===== src/rtl/text_buf_pkg.sv =====
// rtl/text_buf_pkg.sv - character codes and state encoding for the text buffer controller
package text_buf_pkg;

    localparam logic [7:0] CH_BS       = 8'h08;
    localparam logic [7:0] CH_LF       = 8'h0A;
    localparam logic [7:0] CH_FF       = 8'h0C;
    localparam logic [7:0] CH_CR       = 8'h0D;
    localparam logic [7:0] CH_PRINT_LO = 8'h20;
    localparam logic [7:0] CH_PRINT_HI = 8'h7E;

    typedef enum logic [1:0] {
        CLEAR_ALL,
        IDLE,
        CLEAR_ROW
    } buf_state_t;

    function automatic logic is_printable(input logic [7:0] ch);
        return (ch >= CH_PRINT_LO) && (ch <= CH_PRINT_HI);
    endfunction

endpackage


===== src/rtl/text_ram_dp.sv =====
// rtl/text_ram_dp.sv - character RAM, one synchronous write port and one registered read port
// A same-address read and write in one cycle returns the previous contents.
module text_ram_dp #(
    parameter int DEPTH  = 128,
    parameter int DATA_W = 8,
    parameter int ADDR_W = $clog2(DEPTH)
) (
    input  logic              clk,
    input  logic              reset,
    input  logic              we,
    input  logic [ADDR_W-1:0] waddr,
    input  logic [DATA_W-1:0] wdata,
    input  logic [ADDR_W-1:0] raddr,
    output logic [DATA_W-1:0] rd_data
);

    logic [DATA_W-1:0] mem [DEPTH];

    always_ff @(posedge clk) begin
        if (we) begin
            mem[waddr] <= wdata;
        end
    end

    always_ff @(posedge clk or posedge reset) begin
        if (reset) begin
            rd_data <= '0;
        end else begin
            rd_data <= mem[raddr];
        end
    end

endmodule


===== src/rtl/text_buffer_ctrl.sv =====
// rtl/text_buffer_ctrl.sv - cursor, control-code and scroll handling over a circular character grid
// Screen rows map to RAM rows through top_row so a scroll never moves stored text.
module text_buffer_ctrl
    import text_buf_pkg::*;
#(
    parameter int         COLS      = 32,
    parameter int         ROWS      = 4,
    parameter int         COL_W     = $clog2(COLS),
    parameter int         ROW_W     = $clog2(ROWS),
    parameter bit         SCROLL_EN = 1'b1,
    parameter logic [7:0] FILL_CHAR = 8'h20
) (
    input  logic             clk,
    input  logic             reset,
    input  logic             rx_valid,
    input  logic [7:0]       rx_data,
    output logic             rx_ready,
    input  logic [ROW_W-1:0] rd_row,
    input  logic [COL_W-1:0] rd_col,
    output logic [7:0]       rd_data,
    output logic [ROW_W-1:0] cursor_row,
    output logic [COL_W-1:0] cursor_col,
    output logic [ROW_W-1:0] top_row,
    output logic             busy
);

    localparam int DEPTH  = ROWS * COLS;
    localparam int ADDR_W = $clog2(DEPTH);

    localparam logic [COL_W-1:0]  LAST_COL  = COL_W'(COLS - 1);
    localparam logic [ROW_W-1:0]  LAST_ROW  = ROW_W'(ROWS - 1);
    localparam logic [ADDR_W-1:0] LAST_ADDR = ADDR_W'(DEPTH - 1);
    localparam logic [ADDR_W-1:0] LAST_CCNT = ADDR_W'(COLS - 1);

    function automatic logic [ROW_W-1:0] phys_row(input logic [ROW_W-1:0] srow,
                                                  input logic [ROW_W-1:0] top);
        logic [ROW_W:0] sum;
        sum = {1'b0, srow} + {1'b0, top};
        if (sum >= (ROW_W+1)'(ROWS)) begin
            sum = sum - (ROW_W+1)'(ROWS);
        end
        return sum[ROW_W-1:0];
    endfunction

    function automatic logic [ADDR_W-1:0] cell_addr(input logic [ROW_W-1:0] prow,
                                                    input logic [COL_W-1:0] col);
        return ADDR_W'(prow) * ADDR_W'(COLS) + ADDR_W'(col);
    endfunction

    buf_state_t        state;
    logic [ADDR_W-1:0] clr_cnt;
    logic              accept;
    logic              lf_req;
    logic              we;
    logic [7:0]        wdata;
    logic [ROW_W-1:0]  wr_srow;
    logic [COL_W-1:0]  wr_col;
    logic [ADDR_W-1:0] waddr;
    logic [ADDR_W-1:0] raddr;

    assign rx_ready = (state == IDLE);
    assign busy     = (state != IDLE);
    assign accept   = rx_valid && rx_ready;
    assign lf_req   = accept && ((is_printable(rx_data) && (cursor_col == LAST_COL)) ||
                                 (rx_data == CH_LF));
    assign raddr    = cell_addr(phys_row(rd_row, top_row), rd_col);

    // Write port: clears sweep linearly or along one row; backspace writes at the new position.
    always_comb begin
        we      = 1'b0;
        wdata   = FILL_CHAR;
        wr_srow = cursor_row;
        wr_col  = cursor_col;
        case (state)
            CLEAR_ALL: we = 1'b1;
            CLEAR_ROW: begin
                we     = 1'b1;
                wr_col = clr_cnt[COL_W-1:0];
            end
            IDLE: begin
                if (accept) begin
                    if (is_printable(rx_data)) begin
                        we    = 1'b1;
                        wdata = rx_data;
                    end else if (rx_data == CH_BS) begin
                        if (cursor_col != '0) begin
                            we     = 1'b1;
                            wr_col = cursor_col - 1'b1;
                        end else if (cursor_row != '0) begin
                            we      = 1'b1;
                            wr_srow = cursor_row - 1'b1;
                            wr_col  = LAST_COL;
                        end
                    end
                end
            end
            default: we = 1'b0;
        endcase
        waddr = (state == CLEAR_ALL) ? clr_cnt : cell_addr(phys_row(wr_srow, top_row), wr_col);
    end

    always_ff @(posedge clk or posedge reset) begin
        if (reset) begin
            state      <= CLEAR_ALL;
            clr_cnt    <= '0;
            cursor_row <= '0;
            cursor_col <= '0;
            top_row    <= '0;
        end else begin
            case (state)
                CLEAR_ALL: begin
                    if (clr_cnt == LAST_ADDR) begin
                        clr_cnt <= '0;
                        state   <= IDLE;
                    end else begin
                        clr_cnt <= clr_cnt + 1'b1;
                    end
                end
                CLEAR_ROW: begin
                    if (clr_cnt == LAST_CCNT) begin
                        clr_cnt <= '0;
                        state   <= IDLE;
                    end else begin
                        clr_cnt <= clr_cnt + 1'b1;
                    end
                end
                IDLE: begin
                    if (accept) begin
                        if (is_printable(rx_data)) begin
                            cursor_col <= (cursor_col == LAST_COL) ? '0 : cursor_col + 1'b1;
                        end else begin
                            case (rx_data)
                                CH_CR, CH_LF: cursor_col <= '0;
                                CH_BS: begin
                                    if (cursor_col != '0) begin
                                        cursor_col <= cursor_col - 1'b1;
                                    end else if (cursor_row != '0) begin
                                        cursor_row <= cursor_row - 1'b1;
                                        cursor_col <= LAST_COL;
                                    end
                                end
                                CH_FF: begin
                                    cursor_row <= '0;
                                    cursor_col <= '0;
                                    top_row    <= '0;
                                    clr_cnt    <= '0;
                                    state      <= CLEAR_ALL;
                                end
                                default: cursor_col <= cursor_col;
                            endcase
                        end
                        // The scroll's fresh bottom row is the RAM row that top_row just left.
                        if (lf_req) begin
                            if (cursor_row != LAST_ROW) begin
                                cursor_row <= cursor_row + 1'b1;
                            end else if (SCROLL_EN) begin
                                top_row <= (top_row == LAST_ROW) ? '0 : top_row + 1'b1;
                                clr_cnt <= '0;
                                state   <= CLEAR_ROW;
                            end else begin
                                cursor_row <= '0;
                            end
                        end
                    end
                end
                default: state <= CLEAR_ALL;
            endcase
        end
    end

    text_ram_dp #(
        .DEPTH (DEPTH),
        .DATA_W(8)
    ) u_ram (
        .clk    (clk),
        .reset  (reset),
        .we     (we),
        .waddr  (waddr),
        .wdata  (wdata),
        .raddr  (raddr),
        .rd_data(rd_data)
    );

endmodule


===== config.mk =====
export PLATFORM = sky130hd
export DESIGN_NAME = text_buffer_ctrl
export DESIGN_NICKNAME = d
export VERILOG_FILES = /design/src/rtl/text_buf_pkg.sv /design/src/rtl/text_ram_dp.sv /design/src/rtl/text_buffer_ctrl.sv
export SDC_FILE = /design/constraint.sdc
export NUM_CORES = 1
export LEC_CHECK = 0
export CAP_MARGIN = 10
export CORE_MARGIN = 8
export CORE_UTILIZATION = 63
export DETAILED_ROUTE_END_ITERATION = 10
export DONT_BUFFER_PORTS = 1
export PLACE_DENSITY = 0.88
export SYNTH_ARGS = -nofsm -noshare
export SYNTH_HDL_FRONTEND = slang
export SYNTH_SLANG_ARGS = --single-unit

===== constraint.sdc =====
create_clock -name clk -period 12.95 [get_ports clk]
set_clock_uncertainty 0.05 [all_clocks]
set_input_delay 3.2375 -clock clk [delete_from_list [all_inputs] [get_ports clk]]
set_output_delay 3.2375 -clock clk [all_outputs]
set_load 0.005 [all_outputs]

==> flow_summary.ini <==
[synth]
synthCells = 2025
synth_fa_ha_area_share_pct = 0.453
synthSimpleGateAreaFrac_pct = 4.33
synthFlopType = edfxtp_1
synth_seq_cells = 1050
synth-xor-area-share_pct = 0.148
ys_async_sr_fraction_pct = 2.48
synthesis.area_um2 = 41400
synth_top_family_by_area = multiplexers
synth_edf_count = 1024
synth_compound_area_share_pct = 3.69
synthMuxAreaShare_pct = 14.1
synth.yosys.seq_area_share_pct = 75.8
synth_cell_types = 66
synth_area_per_cell_um2 = 20.5
yosysWarnings = 0

[sta]
slew_viol_final = 0
max_freq_ghz = 0.126
period_needed_ns = 7.95
tns_ns = 0
grt_setup_unrepaired = false
slew_headroom_pct = 1.96
tightest_slew_ns = 1.46
finalCritPeriodShare_pct = 61.4
setup_viol = 0
finalHoldViolCount = 0

[critical_path]
cp.arrival_ns = 8.14
r2r_start = state[1]
required_ns = 13.15
r2r_end = u_ram.mem[34][2]
r2r_cells = 12
cp_cell_sequence = nor4_2, nand4_1, o21ai_0, ha_1, xor2_1, xnor2_1, mux2i_1, o21ai_0, nand3_1, nor3_1
critPathMaxStageDelay_ns = 1.40
worstSetupPathType = primary input to flip-flop
worst-path-buf-inv = 0
cpMaxStageDelayCell = nor3_1
r2r_slack_ns = 6.54
cpMostUsedCell = o21ai_0
critPathLaunchType = primary input
cp-end-kind = flip-flop
critPathMaxFanout = 16
critPathTopFamily = simple AND/OR/NAND/NOR gates

[global_routing]
overflow = 0
antenna_found_initial = 6
grt_pass1_vias = 23800
grt_max_degree = 257
grt_usage_pct = 31.5
grt_pass1_wl_um = 169000

[drt]
drt-vias-per-instance = 7.69
drtAntennaViolNets = 0
first_iter_violations = 4548
drc = 0
drt_wl_total_um = 118000
vias = 24100
wl_per_cell_um = 37.6
dr.pass1.iters = 8

[power_and_ir_drop]
p_per_area_nw_per_um2 = 170
leakagePower_nw = 14.7
ir_drop_mv = 0.129

[placement]
gp_congestion = 0.922
port_buffers = 0
place_hpwl_um = 61500

[cts]
h-tree-depth = 3
ctsLongestPathBuffers = 3
clock_latency_ns = 0.66
numCtsBuffers = 94
ctsResizeCount = 0
cts_hold_buf = 0
clkTransAtPathRegs_ns = 0.07
post_cts_buffers = 0
cts-root-buf = clkbuf_16
cts_tree = built
cts_sinks = 1050

[run_status]
violations = capacitance limit
status = finished, violations left

[hold_path]
hp-start = state[1]
hold_end = state[1]
whs_path_depth = 1
hold_path_class = flip-flop to flip-flop

[finish]
syn_to_final_growth_pct = 11.9
fillers = 3431
fin_util_pct = 70.9
multi_input_area_um2 = 10000
fin_nets = 2223
regArea_um2 = 31400
layout-drive-gt1-share_pct = 22.5

[floorplanning]
core.rowCount = 94
coreArea_um2 = 65400
fp.dieArea_um2 = 74200
pin_count = 37
initial_core_util_pct = 63.3
die-width_um = 272
die_h_um = 272

[job]
drv_cap = 1
## worst max path at each step
stage                       endpoint       start  cells after the start  slack [ns]
floorplan            u_ram.mem[0][6]    rx_valid                      4        4.66
detailed placement  u_ram.mem[48][1]  rx_data[1]                     10        4.92
finish              u_ram.mem[34][2]  rx_data[1]                     10        5.00
global placement    u_ram.mem[32][1]  rx_data[2]                     10        5.27
global route        u_ram.mem[34][2]  rx_data[1]                     10        5.03
CTS                 u_ram.mem[34][2]  rx_data[1]                     10        5.18
## routing by layer
layer	GRT usage [%]	vias to the layer above	wire length, um
li1	-	8836	-
met5	0	-	23
met4	16.5	4	8340
met2	49.1	2744	54900
met1	39.7	11900	36700
met3	10.3	611	17900
## through the flow
| stage | worst slack (ns) | total power, mW | area, um^2 | std cells | hold slack, ns |
|---|---|---|---|---|---|
| final | 5.00 | 7.85 | 46300 | 3136 | 0.614 |
| after global routing | 5.03 | 7.96 | 46300 | 3134 | 0.628 |
| after CTS | 5.18 | 7.77 | 46200 | 3119 | 0.598 |
| after detailed placement | 4.92 | 4.79 | 43000 | 2944 | 0.539 |
| after global placement | 5.27 | 4.75 | 43000 | 2943 | 0.497 |
| after floorplan | 4.66 | 4.48 | 41900 | 2152 | 0.468 |
## final cells by class
type | instances | area share [%]
diodes | 3 | 0.0162
clock buffers | 111 | 5.35
clock inverters | 64 | 1.70
inverters | 15 | 0.122
multi-input cells | 961 | 21.6
flip-flops and latches | 1050 | 67.8
well taps | 864 | 2.33
repair buffers | 68 | 1.07
## cell usage in the layout (no fill, tap or decap), drive strengths merged, types with 14 or more instances in the layout
master and instances:
nor2 59, conb 128, ha 15, nand2 36, inv 18, dfrtp 26
nor4 72, o221ai 33, nand3 32, edfxtp 1024, buf 64, o21ai 24
mux4 256, clkbuf 115, bufinv 17, clkinv 40, o22ai 97, nand4 14
nor3 60
## cells in the mapped netlist (3+ instances only)
cell type | number | area, um^2
o31ai_1 | 4 | 30.0
clkbuf_1 | 80 | 300
ha_1 | 15 | 188
buf_1 | 12 | 45.0
o2bb2ai_1 | 3 | 26.3
o2111ai_1 | 3 | 26.3
nand2_1 | 36 | 135
and3_1 | 8 | 50.1
buf_2 | 31 | 155
nand3b_1 | 8 | 60.1
or2_2 | 3 | 18.8
xnor2_1 | 5 | 43.8
nand3_1 | 29 | 145
a21oi_1 | 11 | 55.1
a32o_1 | 3 | 30.0
o22ai_1 | 97 | 607
nor2_1 | 59 | 221
a22oi_1 | 3 | 22.5
nand2b_1 | 4 | 25.0
nor2b_1 | 4 | 25.0
inv_1 | 15 | 56.3
buf_6 | 3 | 33.8
nor4_1 | 71 | 444
dfrtp_1 | 26 | 651
a22o_1 | 7 | 61.3
a21o_1 | 9 | 67.6
o21ai_1 | 5 | 25.0
edfxtp_1 | 1024 | 30700
or4_1 | 8 | 60.1
mux4_2 | 256 | 5770
a31oi_1 | 4 | 25.0
o221ai_1 | 33 | 289
and2_1 | 9 | 56.3
mux2i_1 | 7 | 70.1
nand4_1 | 14 | 87.6
o21ai_0 | 19 | 95.1
nor3_1 | 60 | 300
## cells by family (layout without fill, tap and decap cells)
group,count (synthesis),count (layout)
flip-flops,1050,1050
XOR/XNOR,7,7
multiplexers,264,264
AO/OA/AOI/OAI,219,219
buffers and inverters,141,258
adder cells (fa/ha/maj),15,15
other,1,131
AND/OR/NAND/NOR,328,328
## power breakdown
part | total (mW) | switching, mW | leakage (nW) | internal, mW
clock | 3.02 | 1.30 | 1.61 | 1.72
sequential | 3.88 | 0.0720 | 9.67 | 3.81
combinational | 0.958 | 0.721 | 3.47 | 0.237
total | 7.85 | 2.09 | 14.7 | 5.76
## flip-flops by register name, summed over array words and instances, names as in the netlist
register,flops
clr_cnt,7
cursor_col,5
cursor_row,2
state,2
top_row,2
u_ram.mem,1024
u_ram.rd_data,8
Note: power is estimated with default switching activity, not from simulation.
